### src/rtl/note_rec_pkg.sv
// Shared types and helpers for the note event recorder.
//   note_evt_t : note record {key, start, dur} at default widths
//   KEY_NONE   : key index meaning "no key"
//   tick_div   : clock cycles per time-base tick (never below 1)
package note_rec_pkg;

  localparam int unsigned KEY_NONE   = 0;
  localparam int unsigned DEF_KEY_W  = 2;
  localparam int unsigned DEF_TIME_W = 14;
  localparam int unsigned DEF_DUR_W  = 8;

  typedef struct packed {
    logic [DEF_KEY_W-1:0]  key;
    logic [DEF_TIME_W-1:0] start;
    logic [DEF_DUR_W-1:0]  dur;
  } note_evt_t;

  function automatic int unsigned tick_div(input int unsigned clk_hz, input int unsigned tick_hz);
    int unsigned d;
    d = clk_hz / tick_hz;
    if (d == 0) d = 1;
    return d;
  endfunction

endpackage

### src/rtl/note_event_recorder_if.sv
// Note record stream: producer (master) presents the FIFO head, consumer
// (slave) accepts it with evt_ready.
//   evt_valid/evt_key/evt_start/evt_dur : master -> slave
//   evt_ready                           : slave -> master
interface note_event_recorder_if #(
  parameter int unsigned KEY_W  = 2,
  parameter int unsigned TIME_W = 14,
  parameter int unsigned DUR_W  = 8
);
  logic              evt_valid;
  logic              evt_ready;
  logic [KEY_W-1:0]  evt_key;
  logic [TIME_W-1:0] evt_start;
  logic [DUR_W-1:0]  evt_dur;

  modport master (output evt_valid, evt_key, evt_start, evt_dur, input evt_ready);
  modport slave  (input evt_valid, evt_key, evt_start, evt_dur, output evt_ready);
endinterface

### src/rtl/note_event_fifo.sv
// Synchronous show-ahead FIFO of note records.
//   push/wr_data : enqueue (accepted when not full, or when popping)
//   pop/rd_data  : rd_data is the head whenever !empty, zero otherwise
//   clear        : synchronous flush
//   count/full/empty : occupancy
module note_event_fifo
  import note_rec_pkg::*;
#(
  parameter int unsigned DEPTH = 8,
  parameter type T = note_evt_t
) (
  input  logic                       clock,
  input  logic                       reset_n,
  input  logic                       clear,
  input  logic                       push,
  input  T                           wr_data,
  input  logic                       pop,
  output T                           rd_data,
  output logic                       full,
  output logic                       empty,
  output logic [$clog2(DEPTH+1)-1:0] count
);

  localparam int unsigned PTR_W = (DEPTH > 1) ? $clog2(DEPTH) : 1;
  localparam int unsigned CNT_W = $clog2(DEPTH + 1);

  T                 mem [DEPTH];
  logic [PTR_W-1:0] wr_ptr;
  logic [PTR_W-1:0] rd_ptr;
  logic             push_ok;
  logic             pop_ok;

  assign full    = (count == CNT_W'(DEPTH));
  assign empty   = (count == '0);
  // when full, a simultaneous pop frees the slot the push writes into
  assign push_ok = push && (!full || pop);
  assign pop_ok  = pop && !empty;
  assign rd_data = empty ? T'('0) : mem[rd_ptr];

  // storage
  always_ff @(posedge clock) begin
    if (push_ok && !clear) mem[wr_ptr] <= wr_data;
  end

  // pointers and occupancy
  always_ff @(posedge clock or negedge reset_n) begin
    if (!reset_n) begin
      wr_ptr <= '0;
      rd_ptr <= '0;
      count  <= '0;
    end else if (clear) begin
      wr_ptr <= '0;
      rd_ptr <= '0;
      count  <= '0;
    end else begin
      if (push_ok) wr_ptr <= wr_ptr + PTR_W'(1);
      if (pop_ok)  rd_ptr <= rd_ptr + PTR_W'(1);
      case ({push_ok, pop_ok})
        2'b10:   count <= count + CNT_W'(1);
        2'b01:   count <= count - CNT_W'(1);
        default: count <= count;
      endcase
    end
  end

endmodule

### src/rtl/note_event_recorder.sv
// Multi-key note recorder: synchronises and debounces active-low keys,
// timestamps presses on a tick time base and queues {key, start, dur}
// records on release for a valid/ready consumer.
//   clock, reset_n   : clock, async active-low reset
//   key_n            : raw active-low buttons
//   clear            : synchronous soft clear (debounced state retained)
//   evt              : record stream (master)
//   system_time      : tick count, wraps
//   held             : debounced pressed state per key
//   overflow         : sticky, a record was dropped
//   fifo_count       : records queued
module note_event_recorder
  import note_rec_pkg::*;
#(
  parameter int unsigned NUM_KEYS       = 3,
  parameter int unsigned CLK_HZ         = 50_000_000,
  parameter int unsigned TICK_HZ        = 100,
  parameter int unsigned TIME_W         = 14,
  parameter int unsigned DUR_W          = 8,
  parameter int unsigned DEBOUNCE_TICKS = 2,
  parameter int unsigned FIFO_DEPTH     = 8
) (
  input  logic                            clock,
  input  logic                            reset_n,
  input  logic [NUM_KEYS-1:0]             key_n,
  input  logic                            clear,
  note_event_recorder_if.master           evt,
  output logic [TIME_W-1:0]               system_time,
  output logic [NUM_KEYS-1:0]             held,
  output logic                            overflow,
  output logic [$clog2(FIFO_DEPTH+1)-1:0] fifo_count
);

  localparam int unsigned KEY_W   = $clog2(NUM_KEYS + 1);
  localparam int unsigned DIV     = tick_div(CLK_HZ, TICK_HZ);
  localparam int unsigned TCNT_W  = (DIV > 1) ? $clog2(DIV) : 1;
  localparam int unsigned DB_W    = $clog2(DEBOUNCE_TICKS + 1);
  localparam int unsigned DUR_MAX = (1 << DUR_W) - 1;

  typedef struct packed {
    logic [KEY_W-1:0]  key;
    logic [TIME_W-1:0] start;
    logic [DUR_W-1:0]  dur;
  } rec_t;

  logic [TCNT_W-1:0] tick_cnt;
  logic              tick_c;
  logic [NUM_KEYS-1:0] key_s1;
  logic [NUM_KEYS-1:0] key_s2;
  logic [NUM_KEYS-1:0] pressed_s;
  logic [NUM_KEYS-1:0] pending;
  logic [NUM_KEYS-1:0] grant;
  logic [TIME_W-1:0]   rec_start [NUM_KEYS];
  logic [DUR_W-1:0]    rec_dur   [NUM_KEYS];
  rec_t                push_rec;
  rec_t                head;
  logic                push;
  logic                pop;
  logic                fifo_full;
  logic                fifo_empty;

  // tick generator and system time
  assign tick_c = (tick_cnt == '0);

  always_ff @(posedge clock or negedge reset_n) begin
    if (!reset_n) begin
      tick_cnt    <= '0;
      system_time <= '0;
    end else if (clear) begin
      tick_cnt    <= '0;
      system_time <= '0;
    end else begin
      tick_cnt <= tick_c ? TCNT_W'(DIV - 1) : tick_cnt - TCNT_W'(1);
      if (tick_c) system_time <= system_time + TIME_W'(1);
    end
  end

  // two-flop synchroniser; idle level is released (high)
  always_ff @(posedge clock or negedge reset_n) begin
    if (!reset_n) begin
      key_s1 <= '1;
      key_s2 <= '1;
    end else begin
      key_s1 <= key_n;
      key_s2 <= key_s1;
    end
  end

  assign pressed_s = ~key_s2;

  for (genvar k = 0; k < NUM_KEYS; k++) begin : g_key
    logic [DB_W-1:0]   db_cnt;
    logic              stable;
    logic              held_d;
    logic [TIME_W-1:0] start_q;
    logic              pend;
    logic [TIME_W-1:0] r_start;
    logic [DUR_W-1:0]  r_dur;
    logic [TIME_W-1:0] diff;

    assign diff         = system_time - start_q;
    assign held[k]      = stable;
    assign pending[k]   = pend;
    assign rec_start[k] = r_start;
    assign rec_dur[k]   = r_dur;

    // debouncer: flip only after DEBOUNCE_TICKS consecutive differing ticks
    always_ff @(posedge clock or negedge reset_n) begin
      if (!reset_n) begin
        db_cnt <= '0;
        stable <= 1'b0;
        held_d <= 1'b0;
      end else begin
        held_d <= stable;
        if (tick_c) begin
          if (pressed_s[k] != stable) begin
            if (db_cnt == DB_W'(DEBOUNCE_TICKS - 1)) begin
              stable <= pressed_s[k];
              db_cnt <= '0;
            end else begin
              db_cnt <= db_cnt + DB_W'(1);
            end
          end else begin
            db_cnt <= '0;
          end
        end
      end
    end

    // press timestamp and pending release record
    always_ff @(posedge clock or negedge reset_n) begin
      if (!reset_n) begin
        start_q <= '0;
        pend    <= 1'b0;
        r_start <= '0;
        r_dur   <= '0;
      end else if (clear) begin
        start_q <= '0;
        pend    <= 1'b0;
        r_start <= '0;
        r_dur   <= '0;
      end else begin
        if (stable && !held_d) start_q <= system_time;
        if (!stable && held_d) begin
          pend    <= 1'b1;
          r_start <= start_q;
          r_dur   <= (32'(diff) > DUR_MAX) ? DUR_W'(DUR_MAX) : DUR_W'(diff);
        end else if (grant[k]) begin
          pend <= 1'b0;
        end
      end
    end
  end

  // arbiter: lowest-index pending key wins
  always_comb begin
    logic found;
    found        = 1'b0;
    grant        = '0;
    push_rec     = '0;
    push_rec.key = KEY_W'(KEY_NONE);
    for (int unsigned k = 0; k < NUM_KEYS; k++) begin
      if (pending[k] && !found) begin
        found          = 1'b1;
        grant[k]       = 1'b1;
        push_rec.key   = KEY_W'(k + 1);
        push_rec.start = rec_start[k];
        push_rec.dur   = rec_dur[k];
      end
    end
  end

  assign push = |pending;
  assign pop  = !fifo_empty && evt.evt_ready;

  note_event_fifo #(
    .DEPTH (FIFO_DEPTH),
    .T     (rec_t)
  ) u_fifo (
    .clock   (clock),
    .reset_n (reset_n),
    .clear   (clear),
    .push    (push),
    .wr_data (push_rec),
    .pop     (pop),
    .rd_data (head),
    .full    (fifo_full),
    .empty   (fifo_empty),
    .count   (fifo_count)
  );

  assign evt.evt_valid = !fifo_empty;
  assign evt.evt_key   = head.key;
  assign evt.evt_start = head.start;
  assign evt.evt_dur   = head.dur;

  // sticky drop flag: full with no pop frees nothing
  always_ff @(posedge clock or negedge reset_n) begin
    if (!reset_n) begin
      overflow <= 1'b0;
    end else if (clear) begin
      overflow <= 1'b0;
    end else if (push && fifo_full && !pop) begin
      overflow <= 1'b1;
    end
  end

endmodule

### src/flat_wrapper.sv
// flat-port wrapper written by rule: the top's interface ports become plain ports
module note_event_recorder_flat import note_rec_pkg::*;
#(
  parameter int unsigned NUM_KEYS       = 3,
  parameter int unsigned CLK_HZ         = 50_000_000,
  parameter int unsigned TICK_HZ        = 100,
  parameter int unsigned TIME_W         = 14,
  parameter int unsigned DUR_W          = 8,
  parameter int unsigned DEBOUNCE_TICKS = 2,
  parameter int unsigned FIFO_DEPTH     = 8
)
  (clock, reset_n, key_n, clear, system_time, held, overflow, fifo_count, evt_evt_valid, evt_evt_key, evt_evt_start, evt_evt_dur, evt_evt_ready);
  note_event_recorder_if #(.KEY_W(2), .TIME_W(TIME_W), .DUR_W(DUR_W)) evt_i ();
  input  logic clock;
  input  logic reset_n;
  input  logic [NUM_KEYS-1:0] key_n;
  input  logic clear;
  output logic [TIME_W-1:0] system_time;
  output logic [NUM_KEYS-1:0] held;
  output logic overflow;
  output logic [$clog2(FIFO_DEPTH+1)-1:0] fifo_count;
  output wire logic [$bits(evt_i.evt_valid)-1:0] evt_evt_valid;
  output wire logic [$bits(evt_i.evt_key)-1:0] evt_evt_key;
  output wire logic [$bits(evt_i.evt_start)-1:0] evt_evt_start;
  output wire logic [$bits(evt_i.evt_dur)-1:0] evt_evt_dur;
  input wire logic [$bits(evt_i.evt_ready)-1:0] evt_evt_ready;
  assign evt_evt_valid = evt_i.evt_valid;
  assign evt_evt_key = evt_i.evt_key;
  assign evt_evt_start = evt_i.evt_start;
  assign evt_evt_dur = evt_i.evt_dur;
  assign evt_i.evt_ready = evt_evt_ready;
  note_event_recorder #(.NUM_KEYS(NUM_KEYS), .CLK_HZ(CLK_HZ), .TICK_HZ(TICK_HZ), .TIME_W(TIME_W), .DUR_W(DUR_W), .DEBOUNCE_TICKS(DEBOUNCE_TICKS), .FIFO_DEPTH(FIFO_DEPTH)) u_core (.clock(clock), .reset_n(reset_n), .key_n(key_n), .clear(clear), .evt(evt_i), .system_time(system_time), .held(held), .overflow(overflow), .fifo_count(fifo_count));
endmodule
### config.mk
export PLATFORM = sky130hd
export DESIGN_NAME = note_event_recorder_flat
export DESIGN_NICKNAME = d
export VERILOG_FILES = /design/src/rtl/note_rec_pkg.sv /design/src/rtl/note_event_recorder_if.sv /design/src/rtl/note_event_fifo.sv /design/src/rtl/note_event_recorder.sv /design/src/flat_wrapper.sv
export SDC_FILE = /design/constraint.sdc
export NUM_CORES = 1
export LEC_CHECK = 0
export CAP_MARGIN = 20
export CORE_MARGIN = 2
export CORE_UTILIZATION = 50
export CTS_BUF_LIST = sky130_fd_sc_hd__clkbuf_8
export DETAILED_ROUTE_END_ITERATION = 6
export PLACE_DENSITY = 0.74
export SYNTH_ARGS = -nofsm -noshare
export SYNTH_HDL_FRONTEND = slang
export SYNTH_SLANG_ARGS = --single-unit
### constraint.sdc
create_clock -name clock -period 6 [get_ports clock]
set_input_delay 1.8 -clock clock [delete_from_list [all_inputs] [get_ports clock]]
set_output_delay 1.8 -clock clock [all_outputs]
set_load 0.02 [all_outputs]
Word-level counts from Yosys, hierarchy flattened
Memories as Yosys holds them, arrays and structs flattened. Index checks and enable logic that the tools add are counted.

Flip-flop bits (word level): 173. Memory bits (writable): 192. Bits of input ports: 7. Logic and storage cells: 160. Memories: 1.

Add/subtract/negate cells: 12. Magnitude comparators: 3. Equality and inequality tests: 9. Muxes and demuxes: 58. Bitwise operators: 1. Reductions and logical operators: 47.

Memory list: u_core.u_fifo.mem (words 8, width 24, rd ports 1, clocked after Yosys merged registers in 0, wr ports 1, line note_event_fifo.sv:27) `T mem [DEPTH];`.

Operators with widths (count): $mux 14 (14); $mux 24 (3); $mux 8 (9); $gt 14x8->1 const B (3); $sub 14x14->14 (3); $mux 19 (2); $mux 23 (1); $reduce_bool 2->1 (10); $logic_not 19->1 (1); $sub 19x1->19 const B (1); $mux 1 (17); $add 14x1->14 const B (1); $logic_and 1x1->1 (14); $logic_not 1->1 (12); $mux 2 (6); $mux 3 (4); $reduce_bool 3->1 (4); $reduce_and 3->1 (3); $eq 2x1->1 const B (4); $pmux 4 s2 (1); $add 2x1->2 const B (3); $add 3x1->3 const B (2); $add 4x1->4 const B (1); $eq 4x4->1 const B (1); 8 further kinds (10).

Logic depth before layout (Yosys ltp)
Gate-level depths: netlist of run 1.

Word-level depth: 10. Depth in mapped cells: 12.

By module
Synthesis of run 1 repeated with hierarchy kept, for this count alone.

Cell total of the unflattened synthesis: 1440. Area, all modules: 17206.5 um2.

By module, submodules not included: note_event_recorder (instances 1, cells an instance 1057, area each 9178.8 um2, seq. area each 4086.4 um2); note_event_fifo (instances 1, cells an instance 383, area each 8027.7 um2, seq. area each 6015.8 um2).

Worst setup path before layout of run 1
Ideal clock, no wire load.

Path type: input to register. From: input port evt_evt_ready. To: memory u_core.u_fifo.mem[0][0] (netlist bit), enable pin. Setup time: 0.435 ns. Arrival: 4.295 ns. Required time: 5.565 ns. Setup slack: 1.270 ns. Stages: 4. Path buffers: 1. Path through: clkbuf_1 -> nor3b_1 -> or4_1 -> nor3_1.

Longest elaborated chain between the ends: 6.

RTL lines: start: declaration (line flat_wrapper.sv:26) `input wire logic [$bits(evt_i.evt_ready)-1:0] evt_evt_ready;`; $logic_and 1x1->1 (line note_event_recorder.sv:174) `assign pop = !fifo_empty && evt.evt_ready;`; $logic_or 1x1->1 (line note_event_fifo.sv:36) `assign push_ok = push && (!full || pop);`; $logic_and 1x1->1 (line note_event_fifo.sv:36); $logic_and 1x1->1 (line note_event_fifo.sv:42) `if (push_ok && !clear) mem[wr_ptr] <= wr_data;`; $mux 1 (line note_event_fifo.sv:42); $mux 1 (not written as such) (line note_event_fifo.sv:42); end: declaration (line note_event_fifo.sv:27).

No other way between the ends.

Worst setup path after layout of run 1
From: register u_core.u_fifo.rd_ptr[0]. To: output port evt_evt_start[5].

Longest elaborated chain between the ends: 2.

RTL lines: start: declaration (line note_event_fifo.sv:29) `logic [PTR_W-1:0] rd_ptr;`; start signal: assignment (line note_event_fifo.sv:57) `if (pop_ok) rd_ptr <= rd_ptr + PTR_W'(1);`; $mem_v2 8x24; $mux 24 (line note_event_fifo.sv:38) `assign rd_data = empty ? T'('0) : mem[rd_ptr];`; end: declaration (line flat_wrapper.sv:24) `output wire logic [$bits(evt_i.evt_start)-1:0] evt_evt_start;`.

No other way between the ends.

==> reports/qor.txt, run 1 <==
Async S/R FF share, synth - 47.40%
Row cnt - 67
Min-Delay Path Class - reg2reg
Setup-failing EPs final - 0
Gr usage total - 21.84%
CTS tree - built
Port bufs - 53
Avg Vias per Cell - 5.745
Most frequent cell after synthesis - nand2_1
Residual DRC count - 0
Postcts setup bufs - 0
Share of the synthesized area in the top cell type - 33.94%
Via Count - 11,330
DIE HEIGHT - 188.3 um
Die X - 188.3 um
Warnings from Yosys - 0
Worst EP required - 4.20 ns
Clock Latency Late Sink - 0.61 ns
Worst Setup End Kind - output port
Primary FF master, synth - edfxtp_1
Final period utilization - 82.52%
List of most frequent post-synthesis cells - 204 x nand2_1, 192 x edfxtp_1, 167 x dfrtp_1
Placer congestion estimate - 0.8976
Initial antenna violation count - 0
Final Core Density - 57.34%
Hold_buf cts - 0
Post-Synthesis Net Count - 1,467
Layout cells sized above 1 - 12.66%
WS Path Type - reg2out
Wirelength per Cell - 19.32 um
Antenna Nets Post-Route - 0
Syn Inst Count - 1,411
Min Clock Period, post-route - 4.951 ns
Hold Fails Final Rpt - 0
Main area contributors after synthesis - edfxtp_1 34%, dfrtp_1 25%, mux4_2 6.4%
Post-synth EDFFs - 192
Clock Path Buffers - 3
First-pass GRT wire length - 61.57 mm
Final WL - 38.12 mm
Sink Count - 365
Largest net degree at the start of global routing - 89
Grt total ovfl - 0
H-tree levels - 2
Leakage - 7.314 nW
Max-Slew Margin vs Limit - 23.83%
Cts bufs inserted - 57
Clock-pin slew on the worst setup and hold paths - 0.06 ns
Post-CTS Resized - 0
Max_cap viols - 0
Top-level port count - 54
Yosys reg bits - 365
Power Density - 382.2 mW/mm^2
WP data arrival - 3.15 ns
Post-synth cell types - 64
Hold slack - 0.3538 ns
First-pass DRT Iterations - 5
Worst Tran Pin Value - 1.140 ns
CP Launch Type - flop
Core Area - 0.03353 mm^2
N_diodes - 0
Initial Utilization - 50.66%
Synthesized area per cell - 12.04 um^2
Final TNS setup - 0 ns
Root Buffer - clkbuf_8
Final #Nets - 1,532
Post-DP HPWL - 23.82 mm
Max Freq - 202.0 MHz
Status - finished clean
Starting DRT DRC Count - 920
Worst Clk Skew - 0.03895 ns
VDD IR max - 0.3167 mV
Worst Path Max Fanout - 50
Layout Area Growth over Synthesis - 13.18%
Sequential area share after synthesis - 59.47%
Cell taking the most area after synthesis - edfxtp_1
Fin. max-slew vios - 0
Die ar. - 0.03546 mm^2
Vias in the first global route - 11,380
Syn Std Cell Area - 0.01699 mm^2
RSZ-0062 raised after global routing - false
-- placed cells by master (no fill, tap or decap), drive strengths merged, types with 18 or more instances in the layout --
| master | count |
|---|---|
| nand2 | 204 |
| edfxtp | 192 |
| dfrtp | 167 |
| nor2 | 114 |
| a21oi | 109 |
| inv | 77 |
| clkbuf | 72 |
| clkdlybuf4s50 | 51 |
| mux4 | 48 |
| o21ai | 46 |
| ha | 45 |
| xnor2 | 33 |
| a211oi | 31 |
| nor3 | 30 |
| mux2i | 29 |
| xor2 | 25 |
| a22oi | 23 |
| buf | 23 |
| clkinv | 18 |
-- layout make-up --
cell class,count,area (um^2)
Fill cell,2756,14310
Sequential cell,365,10110
Multi-Input combinational cell,916,6405
Clock buffer,69,949.7
Timing Repair Buffer,77,719.4
Tap cell,448,560.5
Clock inverter,39,262.8
Inverter,59,221.5
-- per-layer routing --
metal | track usage, % | up-vias | wire (um) | part of all wire, %
li1 | - | 5263 | - | -
met1 | 30.34 | 5691 | 16820 | 44
met2 | 36.35 | 313 | 18450 | 48
met3 | 3.148 | 67 | 2034 | 5.3
met4 | 5.950 | 0 | 811 | 2.1
met5 | 0 | - | 0 | 0
-- through the flow --
step / instances / setup slack, ns / power (mW) / area (um^2)
CTS: 1970 / 0.9331 / 7.412 / 19210
global placement: 1861 / 1.639 / 5.187 / 17990
detailed placement: 1862 / 1.606 / 5.247 / 17990
floorplan: 1411 / 1.270 / 4.547 / 16990
finish: 1973 / 1.049 / 7.348 / 19230
global route: 1973 / 0.7816 / 7.718 / 19230
-- state kept, by name, indices dropped and copies added (netlist names) --
register,flops
u_core.tick_cnt,19
u_core.key_s1,3
u_core.overflow,1
u_core.g_key.r_start,42
u_core.system_time,14
u_core.u_fifo.mem,192
u_core.g_key.held_d,3
u_core.g_key.db_cnt,6
u_core.g_key.r_dur,24
u_core.u_fifo.count,4
u_core.u_fifo.rd_ptr,3
u_core.g_key.pend,3
u_core.u_fifo.wr_ptr,3
u_core.g_key.start_q,42
u_core.g_key.stable,3
u_core.key_s2,3
-- path summary, 6_finish.rpt --
path	slack [ns]	end	cells after the start	from
max	1.05	evt_evt_start[5]	4	u_core.u_fifo.rd_ptr[0]
min	0.35	u_core.key_s2[0]	0	u_core.key_s1[0]
max reg2reg	2.27	u_core.g_key[1].r_dur[7]	11	u_core.system_time[0]
min reg2reg	0.35	u_core.key_s2[0]	0	u_core.key_s1[0]
max in group asynchronous	3.80	u_core.g_key[1].r_start[4]	2	reset_n
min in group asynchronous	1.27	u_core.g_key[1].start_q[12]	1	reset_n
-- worst max-delay path, stage by stage (launching register included) --
cell and delay [ns]:
dfrtp_4 1.08, mux4_2 0.60, mux2i_1 0.22, nor2_1 0.07, clkdlybuf4s50_1 0.54
-- report_power, final --
group	switching [mW]	internal [mW]	total, mW
registers	0.284	2.88	3.16
logic	1.16	0.868	2.03
clock network	0.973	1.18	2.15
total	2.42	4.93	7.35
-- cells by family (layout without fill, tap and decap cells) --
family                     Yosys count  after routing  share of synthesized area [%]
xor gates and xnor gates            58             58                          2.991
adders and majority gates           49             49                          3.786
buffers and inverters              130            244                          2.983
and+or+nand+nor                    443            443                          11.81
muxes                               77             77                          8.073
DFF                                365            365                          59.47
AOI/OAI and AO/OA                  289            289                          10.88
(Power assumes the default switching activity.)
==> inputs of run 2 (changes only) <==
==> constraint.sdc (replaced) <==
create_clock -name clock -period 4.95 [get_ports clock]
set_input_delay 1.485 -clock clock [delete_from_list [all_inputs] [get_ports clock]]
set_output_delay 1.485 -clock clock [all_outputs]
set_load 0.02 [all_outputs]
==> reports/qor.txt, run 2 (synthesis gave the netlist of run 1 again) <==
Status - finished clean
Crit path buffers/inverters - 2
Top-level port count - 54
Final WL - 38.52 mm
Worst Tran Pin Value - 1.080 ns
Max Freq - 229.9 MHz
Initial Utilization - 50.66%
Most frequent cells in the layout - 204 x nand2_1, 192 x edfxtp_1, 165 x dfrtp_1, 109 x a21oi_1, 107 x nor2_1
WP data arrival - 2.87 ns
Row cnt - 67
Worst Clk Skew - 0.03574 ns
Port bufs - 53
Vias in the first global route - 11,350
Clock-pin slew on the worst setup and hold paths - 0.06 ns
Gr usage total - 22.16%
Initial antenna violation count - 0
Min-Delay Path Class - reg2reg
CP Launch Type - flop
Most common cell after layout, fill and taps aside - nand2_1
Via Count - 11,400
Slowest-stage cell, CP - dfrtp_4
Worst EP required - 3.46 ns
Post-DP HPWL - 25.15 mm
Setup-failing EPs final - 0
R2R Setup Slk - 1.47 ns
Leakage - 7.309 nW
First-pass DRT Iterations - 5
P_int - 5.827 mW
Max_cap viols - 0
Fillers - 2,753
Top delay family on crit path - buffers and inverters
Share of power burned in registers - 42.9%
Design Power - 8.769 mW
Logic pwr share - 29.2%
Grt peak-use layer - met2
Layout Area Growth over Synthesis - 13.07%
Regs by FF count - u_core.u_fifo.mem (192), u_core.g_key.r_start (42), u_core.g_key.start_q (42)
Global routing usage on met1 - 31.16%
DIE HEIGHT - 188.3 um
M2 GR Usage - 36.55%
Fin. max-slew vios - 0
Crit-path max cell delay - 0.56 ns
CP cell instances - buf_4, mux4_2, mux2i_1, nor2_1, clkdlybuf4s50_1
Wirelength per Cell - 19.47 um
Die ar. - 0.03546 mm^2
Root Buffer - clkbuf_8
WS Path Type - reg2out
Final TNS setup - 0 ns
VDD IR max - 0.3515 mV
Hold_buf cts - 0
Antenna Nets Post-Route - 0
Power Density - 456.5 mW/mm^2
Min Clock Period, post-route - 4.350 ns
Clock power frac - 27.9%
NetSw - 2.942 mW
Worst Path Max Fanout - 15
Worst Setup End Kind - output port
Hold Fails Final Rpt - 0
Layout cells sized above 1 - 12.55%
Die X - 188.3 um
Final #Nets - 1,539
Max-Slew Margin vs Limit - 27.72%
Largest Register - u_core.u_fifo.mem
Clock Path Buffers - 3
H-tree levels - 2
First-pass GRT wire length - 62.00 mm
Starting DRT DRC Count - 897
Largest net degree at the start of global routing - 89
Met3 Resource Use GR - 3.110%
Clock Latency Late Sink - 0.62 ns
Cts bufs inserted - 57
Max FFs per register - 192
CTS tree - built
Final period utilization - 87.89%
RSZ-0062 raised after global routing - false
Sink Count - 365
Core Area - 0.03353 mm^2
Grt total ovfl - 0
Post-CTS Resized - 0
Placer congestion estimate - 0.8896
Sw Share - 33.55%
N_diodes - 0
Avg Vias per Cell - 5.762
Residual DRC count - 0
Postcts setup bufs - 0
## run 2: power groups by stage
| stage | combinational (mW) | sequential, mW | clock (mW) |
|---|---|---|---|
| after floorplan | 1.79 | 3.73 | 0 |
| after global placement | 2.53 | 3.80 | 0 |
| after detailed placement | 2.58 | 3.82 | 0 |
| after CTS | 2.59 | 3.76 | 2.50 |
| after global routing | 2.81 | 3.79 | 2.63 |
| final | 2.56 | 3.76 | 2.45 |
## run 2: cell type report
| class | instances | area, um^2 | area share, % |
|---|---|---|---|
| clock buffer | 68 | 935.9 | 4.873 |
| clock inverter | 38 | 190.2 | 0.9902 |
| inverter | 59 | 221.5 | 1.153 |
| multi-input combinational | 916 | 6405 | 33.35 |
| sequential | 365 | 10110 | 52.62 |
| tap | 448 | 560.5 | 2.918 |
| timing repair buffer | 84 | 787.0 | 4.097 |
## run 2: worst paths after layout
path	startpoint	end	cells past startpoint
max reg2reg	u_core.system_time[1]	u_core.g_key[1].r_dur[1]	8
min reg2reg	u_core.key_s1[2]	u_core.key_s2[2]	0
max	u_core.u_fifo.rd_ptr[0]	evt_evt_start[4]	5
min	u_core.key_s1[2]	u_core.key_s2[2]	0
max in group asynchronous	reset_n	u_core.g_key[0].start_q[12]	2
min in group asynchronous	reset_n	u_core.g_key[1].start_q[12]	1
## run 2: per-layer routing
metal  vias up  wire [um]
met3        64       2382
met1      5699      16740
met2       360      18660
met4         0        741
li1       5275          -
met5         -          0
## run 2: worst reg2reg max path: stages (launching register included)
cell and delay (ns):
dfrtp_1 0.58, ha_1 0.30, nor2b_1 0.15, o31a_1 0.28, o41a_1 0.36, o21ai_0 0.38
o311ai_0 0.26, a221oi_2 0.80, a211oi_1 0.19
## run 2: per-stage QoR
stage / utilization, % / hold WS (ns) / area (um^2) / cells / worst slack [ns]
floorplan: - / 0.3452 / 16990 / 1411 / 0.5350
global placement: 53.88 / 0.3465 / 18070 / 1870 / 1.216
detailed placement: 53.88 / 0.3468 / 18070 / 1870 / 1.183
CTS: 57.24 / 0.3561 / 19190 / 1976 / 0.5354
global route: 57.28 / 0.3597 / 19210 / 1978 / 0.4333
finish: 57.28 / 0.3561 / 19210 / 1978 / 0.5996
